$ cat config.mk
export PLATFORM = sky130hd
export DESIGN_NAME = opt_sequencer
export DESIGN_NICKNAME = d
export VERILOG_FILES = /design/src/rtl/opt_seq_pkg.sv /design/src/rtl/opt_sequencer_tick_gen.sv /design/src/rtl/opt_sequencer.sv
export SDC_FILE = /design/constraint.sdc
export NUM_CORES = 1
export LEC_CHECK = 0
export BUFFER_PORTS_ARGS = -buffer_cell sky130_fd_sc_hd__buf_2
export CORE_UTILIZATION = 50
export DETAILED_ROUTE_END_ITERATION = 10
export GPL_ROUTABILITY_DRIVEN = 0
export PLACE_DENSITY = 0.77
export SLEW_MARGIN = 20
export SYNTH_ARGS = -nofsm -noshare
export SYNTH_HDL_FRONTEND = slang
export SYNTH_HIERARCHICAL = 1
export SYNTH_SLANG_ARGS = --single-unit
$ cat constraint.sdc
create_clock -name clk -period 5.25 [get_ports clk]
set_input_delay 0.525 -clock clk [delete_from_list [all_inputs] [get_ports clk]]
set_output_delay 0.525 -clock clk [all_outputs]
set_load 0.05 [all_outputs]
$ cat src/rtl/opt_seq_pkg.sv
// Shared types for the option sequencer: playback modes and controller states.
package opt_seq_pkg;

    typedef enum logic [1:0] {
        MODE_MANUAL = 2'b00,
        MODE_ONCE   = 2'b01,
        MODE_LOOP   = 2'b10,
        MODE_RSVD   = 2'b11
    } mode_e;

    typedef enum logic [2:0] {
        IDLE,
        MANUAL,
        WAIT_TICK,
        FETCH,
        ISSUE,
        DONE
    } state_e;

    // Reserved encoding behaves as manual, so it is folded away at latch time.
    function automatic mode_e decode_mode(input logic [1:0] m);
        case (m)
            2'b01:   return MODE_ONCE;
            2'b10:   return MODE_LOOP;
            default: return MODE_MANUAL;
        endcase
    endfunction

endpackage

$ cat src/rtl/opt_sequencer_tick_gen.sv
// Playback tick divider: one-cycle tick every DIV_MAX clocks, synchronous clear.
module tick_gen
    import opt_seq_pkg::*;
#(
    parameter int unsigned DIV_MAX = 500000,
    parameter int unsigned DIV_W   = 19
) (
    input  logic clk,
    input  logic rst,
    input  logic clr,
    output logic tick
);

    localparam logic [DIV_W-1:0] LAST = DIV_W'(DIV_MAX - 1);

    logic [DIV_W-1:0] cnt_q;
    logic [DIV_W-1:0] cnt_d;

    // Count up, wrap at DIV_MAX-1, restart from zero on clear.
    always_comb begin
        tick  = (cnt_q == LAST);
        cnt_d = cnt_q + DIV_W'(1);
        if (clr || tick) begin
            cnt_d = '0;
        end
    end

    // Divider register.
    always_ff @(posedge clk) begin
        if (rst) begin
            cnt_q <= '0;
        end else begin
            cnt_q <= cnt_d;
        end
    end

endmodule

$ cat src/rtl/opt_sequencer.sv
// Option sequencer: feeds {option, valid} to the clock/timer FSM from the user
// inputs or from a writable program played back on a divided tick.
module opt_sequencer
    import opt_seq_pkg::*;
#(
    parameter int unsigned OPT_W   = 3,
    parameter int unsigned ADDR_W  = 4,
    parameter int unsigned DIV_MAX = 500000,
    parameter int unsigned DIV_W   = 19
) (
    input  logic              clk,
    input  logic              rst,
    input  logic [1:0]        mode,
    input  logic              start,
    input  logic              stop,
    input  logic [OPT_W-1:0]  user_opt,
    input  logic              user_valid,
    input  logic              prog_wr_en,
    input  logic [ADDR_W-1:0] prog_addr,
    input  logic [OPT_W-1:0]  prog_data,
    input  logic [ADDR_W:0]   seq_len,
    input  logic              opt_ready,
    output logic [OPT_W-1:0]  opt_out,
    output logic              opt_valid,
    output logic [ADDR_W-1:0] seq_addr,
    output logic              busy,
    output logic              done,
    output logic              overrun
);

    localparam int unsigned DEPTH = 2 ** ADDR_W;

    logic [OPT_W-1:0] mem [DEPTH];

    state_e            state_q,     state_d;
    mode_e             mode_q,      mode_d;
    logic [ADDR_W:0]   len_q,       len_d;
    logic [ADDR_W-1:0] seq_addr_q,  seq_addr_d;
    logic [OPT_W-1:0]  opt_out_q,   opt_out_d;
    logic              opt_valid_q, opt_valid_d;
    logic              busy_q,      busy_d;
    logic              done_q,      done_d;
    logic              overrun_q,   overrun_d;

    logic              tick;
    logic              start_go;
    logic [ADDR_W:0]   next_addr_ext;

    // A start only takes effect from IDLE/DONE, and stop always wins.
    assign start_go      = start && !stop && (state_q == IDLE || state_q == DONE);
    assign next_addr_ext = {1'b0, seq_addr_q} + (ADDR_W + 1)'(1);

    tick_gen #(
        .DIV_MAX (DIV_MAX),
        .DIV_W   (DIV_W)
    ) u_tick_gen (
        .clk  (clk),
        .rst  (rst),
        .clr  (start_go),
        .tick (tick)
    );

    // Program memory write port; contents survive reset.
    always_ff @(posedge clk) begin
        if (prog_wr_en) begin
            mem[prog_addr] <= prog_data;
        end
    end

    // Next-state and next-output logic for the sequencer controller.
    always_comb begin
        state_d     = state_q;
        mode_d      = mode_q;
        len_d       = len_q;
        seq_addr_d  = seq_addr_q;
        opt_out_d   = opt_out_q;
        opt_valid_d = opt_valid_q;
        overrun_d   = overrun_q;

        if (stop) begin
            state_d     = IDLE;
            opt_valid_d = 1'b0;
        end else begin
            case (state_q)
                IDLE, DONE: begin
                    if (start) begin
                        mode_d     = decode_mode(mode);
                        len_d      = seq_len;
                        seq_addr_d = '0;
                        overrun_d  = 1'b0;
                        if (decode_mode(mode) == MODE_MANUAL) begin
                            state_d = MANUAL;
                        end else if (seq_len == '0) begin
                            state_d = DONE;
                        end else begin
                            state_d = WAIT_TICK;
                        end
                    end
                end
                MANUAL: begin
                    if (user_valid) begin
                        opt_out_d   = user_opt;
                        opt_valid_d = 1'b1;
                        state_d     = ISSUE;
                    end
                end
                WAIT_TICK: begin
                    if (tick) begin
                        state_d = FETCH;
                    end
                end
                FETCH: begin
                    // opt_out doubles as the memory read register; a write to
                    // this address in the same cycle lands after the read.
                    opt_out_d   = mem[seq_addr_q];
                    opt_valid_d = 1'b1;
                    state_d     = ISSUE;
                end
                ISSUE: begin
                    if (opt_ready) begin
                        opt_valid_d = 1'b0;
                        if (mode_q == MODE_MANUAL) begin
                            state_d = MANUAL;
                        end else if (next_addr_ext < len_q) begin
                            seq_addr_d = next_addr_ext[ADDR_W-1:0];
                            state_d    = WAIT_TICK;
                        end else if (mode_q == MODE_LOOP) begin
                            seq_addr_d = '0;
                            state_d    = WAIT_TICK;
                        end else begin
                            state_d = DONE;
                        end
                    end
                end
                default: begin
                    state_d     = IDLE;
                    opt_valid_d = 1'b0;
                end
            endcase
        end

        // Ticks only matter during playback; one landing mid-issue is lost.
        if (tick && mode_q != MODE_MANUAL && (state_q == FETCH || state_q == ISSUE)) begin
            overrun_d = 1'b1;
        end

        busy_d = !(state_d == IDLE || state_d == DONE);
        done_d = (state_d == DONE);
    end

    // Controller and output registers.
    always_ff @(posedge clk) begin
        if (rst) begin
            state_q     <= IDLE;
            mode_q      <= MODE_MANUAL;
            len_q       <= '0;
            seq_addr_q  <= '0;
            opt_out_q   <= '0;
            opt_valid_q <= 1'b0;
            busy_q      <= 1'b0;
            done_q      <= 1'b0;
            overrun_q   <= 1'b0;
        end else begin
            state_q     <= state_d;
            mode_q      <= mode_d;
            len_q       <= len_d;
            seq_addr_q  <= seq_addr_d;
            opt_out_q   <= opt_out_d;
            opt_valid_q <= opt_valid_d;
            busy_q      <= busy_d;
            done_q      <= done_d;
            overrun_q   <= overrun_d;
        end
    end

    assign opt_out   = opt_out_q;
    assign opt_valid = opt_valid_q;
    assign seq_addr  = seq_addr_q;
    assign busy      = busy_q;
    assign done      = done_q;
    assign overrun   = overrun_q;

endmodule

==> impl_results.md <==
- Status: finished, final reports clean
- Register share of total power: a little under three fifths
- Int Power: ~1.1 mW
- Post-Syn Instances: roughly 350
- Synth top area cells: edfxtp_1 35%, dfxtp_1 21%, mux4_2 6.5%, nor2_1 4.2%, ha_1 2.4%
- Final Skew: approximately 11 ps
- CP Depth: 8
- Mapped Nets: 380
- Max FO, Critical Path: 6
- Mapped Avg Cell Area: approximately 12 sq um
- Worst path required time: approximately 5600 ps
- Mux contribution to synthesized area: under 10%
- Worst path cell trace: ha_1 > xor2_1 > ha_1 > a21oi_1 > o21ai_1 > a311oi_1 > o211a_1 > a22o_1
- Share of layout cells above drive strength 1: between 10% and 20%
- Hold buffers post-CTS: 0
- Ys Warns: 6
- Cell total after placement: between 400 and 500
- Non-filler cells, final: between 400 and 500
- Critical path's top delay family: compound AO/OA/AOI/OAI gates
- Grt ovf: 0
- RSZ-0062 raised after global routing: no
- Relative slew slack: between 40% and 50%
- Buf/Inv on CP: 0
- Setup TNS: 0 ps
- Maximum root-to-sink buffer count: 2
- Clock sinks: between 90 and 100
- # DRC: 0
- Net Sw Power: between 0.3 and 0.4 mW
- H-tree levels: 3
- I/O Buffers: 34
- Seq cells post-synth: a little over 90
- Synth Area in Simple Gates: between 15 and 20%
- Rows: 32
- Switching Share: a little under a quarter
- Max-cap violations: 0
- Starting density of the core: between 50 and 60%
- Initial antenna violation count: 0
- Fmax achieved: between 0.4 and 0.5 GHz
- Clk root buf: clkbuf_8
- Worst-Margin Slew: 793 ps
- Half-perimeter wire length after placement: roughly 5600 um
- Core area: between 7000 and 8000 sq um
- Layout area overhead: 11.0%
- Post-synthesis xor/xnor area fraction: 3.57%
- Clk slew on worst S/H paths: roughly 100 ps
- # IOs: 35
- CP Capture Type: flip-flop
- Post-route antenna net violation count: 0
- Synth Flop Type: edfxtp_1
- Dpl ws: approximately 2900 ps
- Vias in the first global route: between 2,000 and 3,000
- Cell area after synthesis: between 4000 and 5000 sq um
- Final net count: 415
- Hold path depth: 3
- Clock power frac: 38.6%
- Asr flop ratio synth: 0%
- DIE HEIGHT: between 90 and 100 um
- Most area-hungry cell type in the Yosys netlist: edfxtp_1
- WL final: a little under 8000 um
- Minimum clock period: roughly 2400 ps
- Slew Viols, Final: 0
- Resized cells post-CTS: 0
- Die Wd: approximately 93 um
- Synth top area share: between 30% and 40%
- Diodes inserted: 0
- Post-synth EDFFs: 48
- Reg-to-reg setup timing slack: around 2800 ps
- Worst EP arrival: around 2700 ps
- Reg2reg path depth: 8
- Mean routed wirelength per cell: approximately 16 um
- Fillers: 632
- Worst-Skew Late Latency: 360 ps
- Power per Cell Area: slightly above 300 nW/um^2
- Critical path class: flip-flop to flip-flop
- Gr usage total: about a fifth
- Peak supply drop: 0.000153 V
- Via count: about 2,800
- Setup violations, final: 0
- Post-CTS Setup Inserts: 0
- Post-Synth Adder-Cell Area: around 2.4%
- Vias per std cell: 5.76
- Crit share post-route: between 40% and 50%
- Largest family of logic cells by synthesized area: simple AND/OR/NAND/NOR gates
- Full die area: about 8700 sq um
- TritonCTS Buffers: 9
- Crit-path most repeated cell: ha_1
- Final hold slack: around 410 ps
- Setup crit start kind: flip-flop
- First-pass GRT wire length: 12,600 um
- Complex-gate fraction of the synthesized area: approximately a tenth
- TritonCTS clock tree: yes
- Min-Delay Path Class: input port to flip-flop
- Total power: 1.40 mW
- First DRT Iteration DRCs: between 100 and 150
- Final Hold Viols: 0
- Synth cell types: 66
- Slowest cell on the critical path: a311oi_1
- Logic gate share of total power: 5.8%
- Crit-path max cell delay: about 540 ps
- Largest net degree at the start of global routing: 19
- Pleak: around 1.7 nW
- Drt first pass iters: 5
- Sequential-to-total area share from yosys stat: between 50% and 60%
- Final worst slack: ~2800 ps
==> state kept, by name, summed over array words and instances (netlist names), 2 cells and up, named ones only <==
name              flops
opt_out               3
mode_q                2
u_tick_gen/cnt_q     19
state_q               3
seq_addr              4
mem                  48
len_q                 5
==> layer usage <==
metal,vias up,global-route usage (%),part of all wire [%]
li1,1374,-,-
met1,1353,25.1,46
met2,87,31.5,48
met3,8,4.23,4.6
met4,0,7.18,1.3
met5,-,0,0
==> path summary, 6_finish.rpt <==
| kind | from | endpoint |
|---|---|---|
| worst max-delay path | seq_addr[0] | seq_addr[0] |
| worst min register to register | u_tick_gen/cnt_q[0] | u_tick_gen/cnt_q[0] |
| worst max register to register | seq_addr[0] | seq_addr[0] |
| worst min-delay path | seq_len[4] | len_q[4] |
==> metrics by stage <==
step	utilization, %	instance area (sq um)
5_1_grt	58.7	4630
3_3_place_gp	55.8	4400
6_report	58.7	4630
3_5_place_dp	55.8	4400
4_1_cts	58.7	4630
2_1_floorplan	-	4170
==> cells in the final DEF, fill, tap and decap left out, drive strengths merged, types with 6 or more instances in the layout <==
master  instances
dfxtp          44
nand2          13
mux4           12
buf            34
nand3           8
edfxtp         48
xnor2          11
nor2           48
nor3           14
o21ai          10
xor2            6
mux2i           9
clkbuf          9
a21oi          17
inv            16
ha              8
a22oi           7
==> Yosys cell counts, drive strengths merged, types with 3 or more instances <==
master	instances
nand2b	5
inv	12
nand2	13
or4	4
or2	3
a22oi	7
o31ai	4
xor2	6
nand3	8
xnor2	11
nor2b	4
and3	3
o21ai	10
edfxtp	48
ha	8
dfxtp	44
nand3b	4
nor2	48
nor3	14
and2	3
nand4	5
clkbuf	3
buf	7
nor4	4
mux4	12
a21oi	17
mux2i	9
==> power groups by stage <==
stage                     Clock, mW  Sequential (mW)  Combinational (mW)
after floorplan                   0            0.795              0.0508
after global placement            0            0.793              0.0784
after detailed placement          0            0.794              0.0808
after CTS                     0.548            0.778              0.0813
after global routing          0.582            0.780              0.0891
final                         0.541            0.778              0.0812
==> area by class of cell <==
type                            instances  area, sq um  share of cell area (%)
Inverter                               12         45.0                   0.972
Clock buffer                            9          124                    2.67
Sequential cell                        92         2320                    50.1
Clock inverter                          7          105                    2.27
Multi-Input combinational cell        234         1740                    37.5
Tap cell                              102          128                    2.76
Timing Repair Buffer                   34          170                    3.67
==> kinds of logic after synthesis <==
group	after synthesis
adders and majority gates	8
DFF	92
buffers and inverters	22
muxes	22
and+or+nand+nor	129
AOI/OAI and AO/OA	58
xor gates and xnor gates	17
==> worst min-delay path, cell delays in order <==
cell,delay (ps)
buf_2,90
mux2i_1,60
nor2_1,70
No activity file was read; power rests on OpenSTA's default activity.
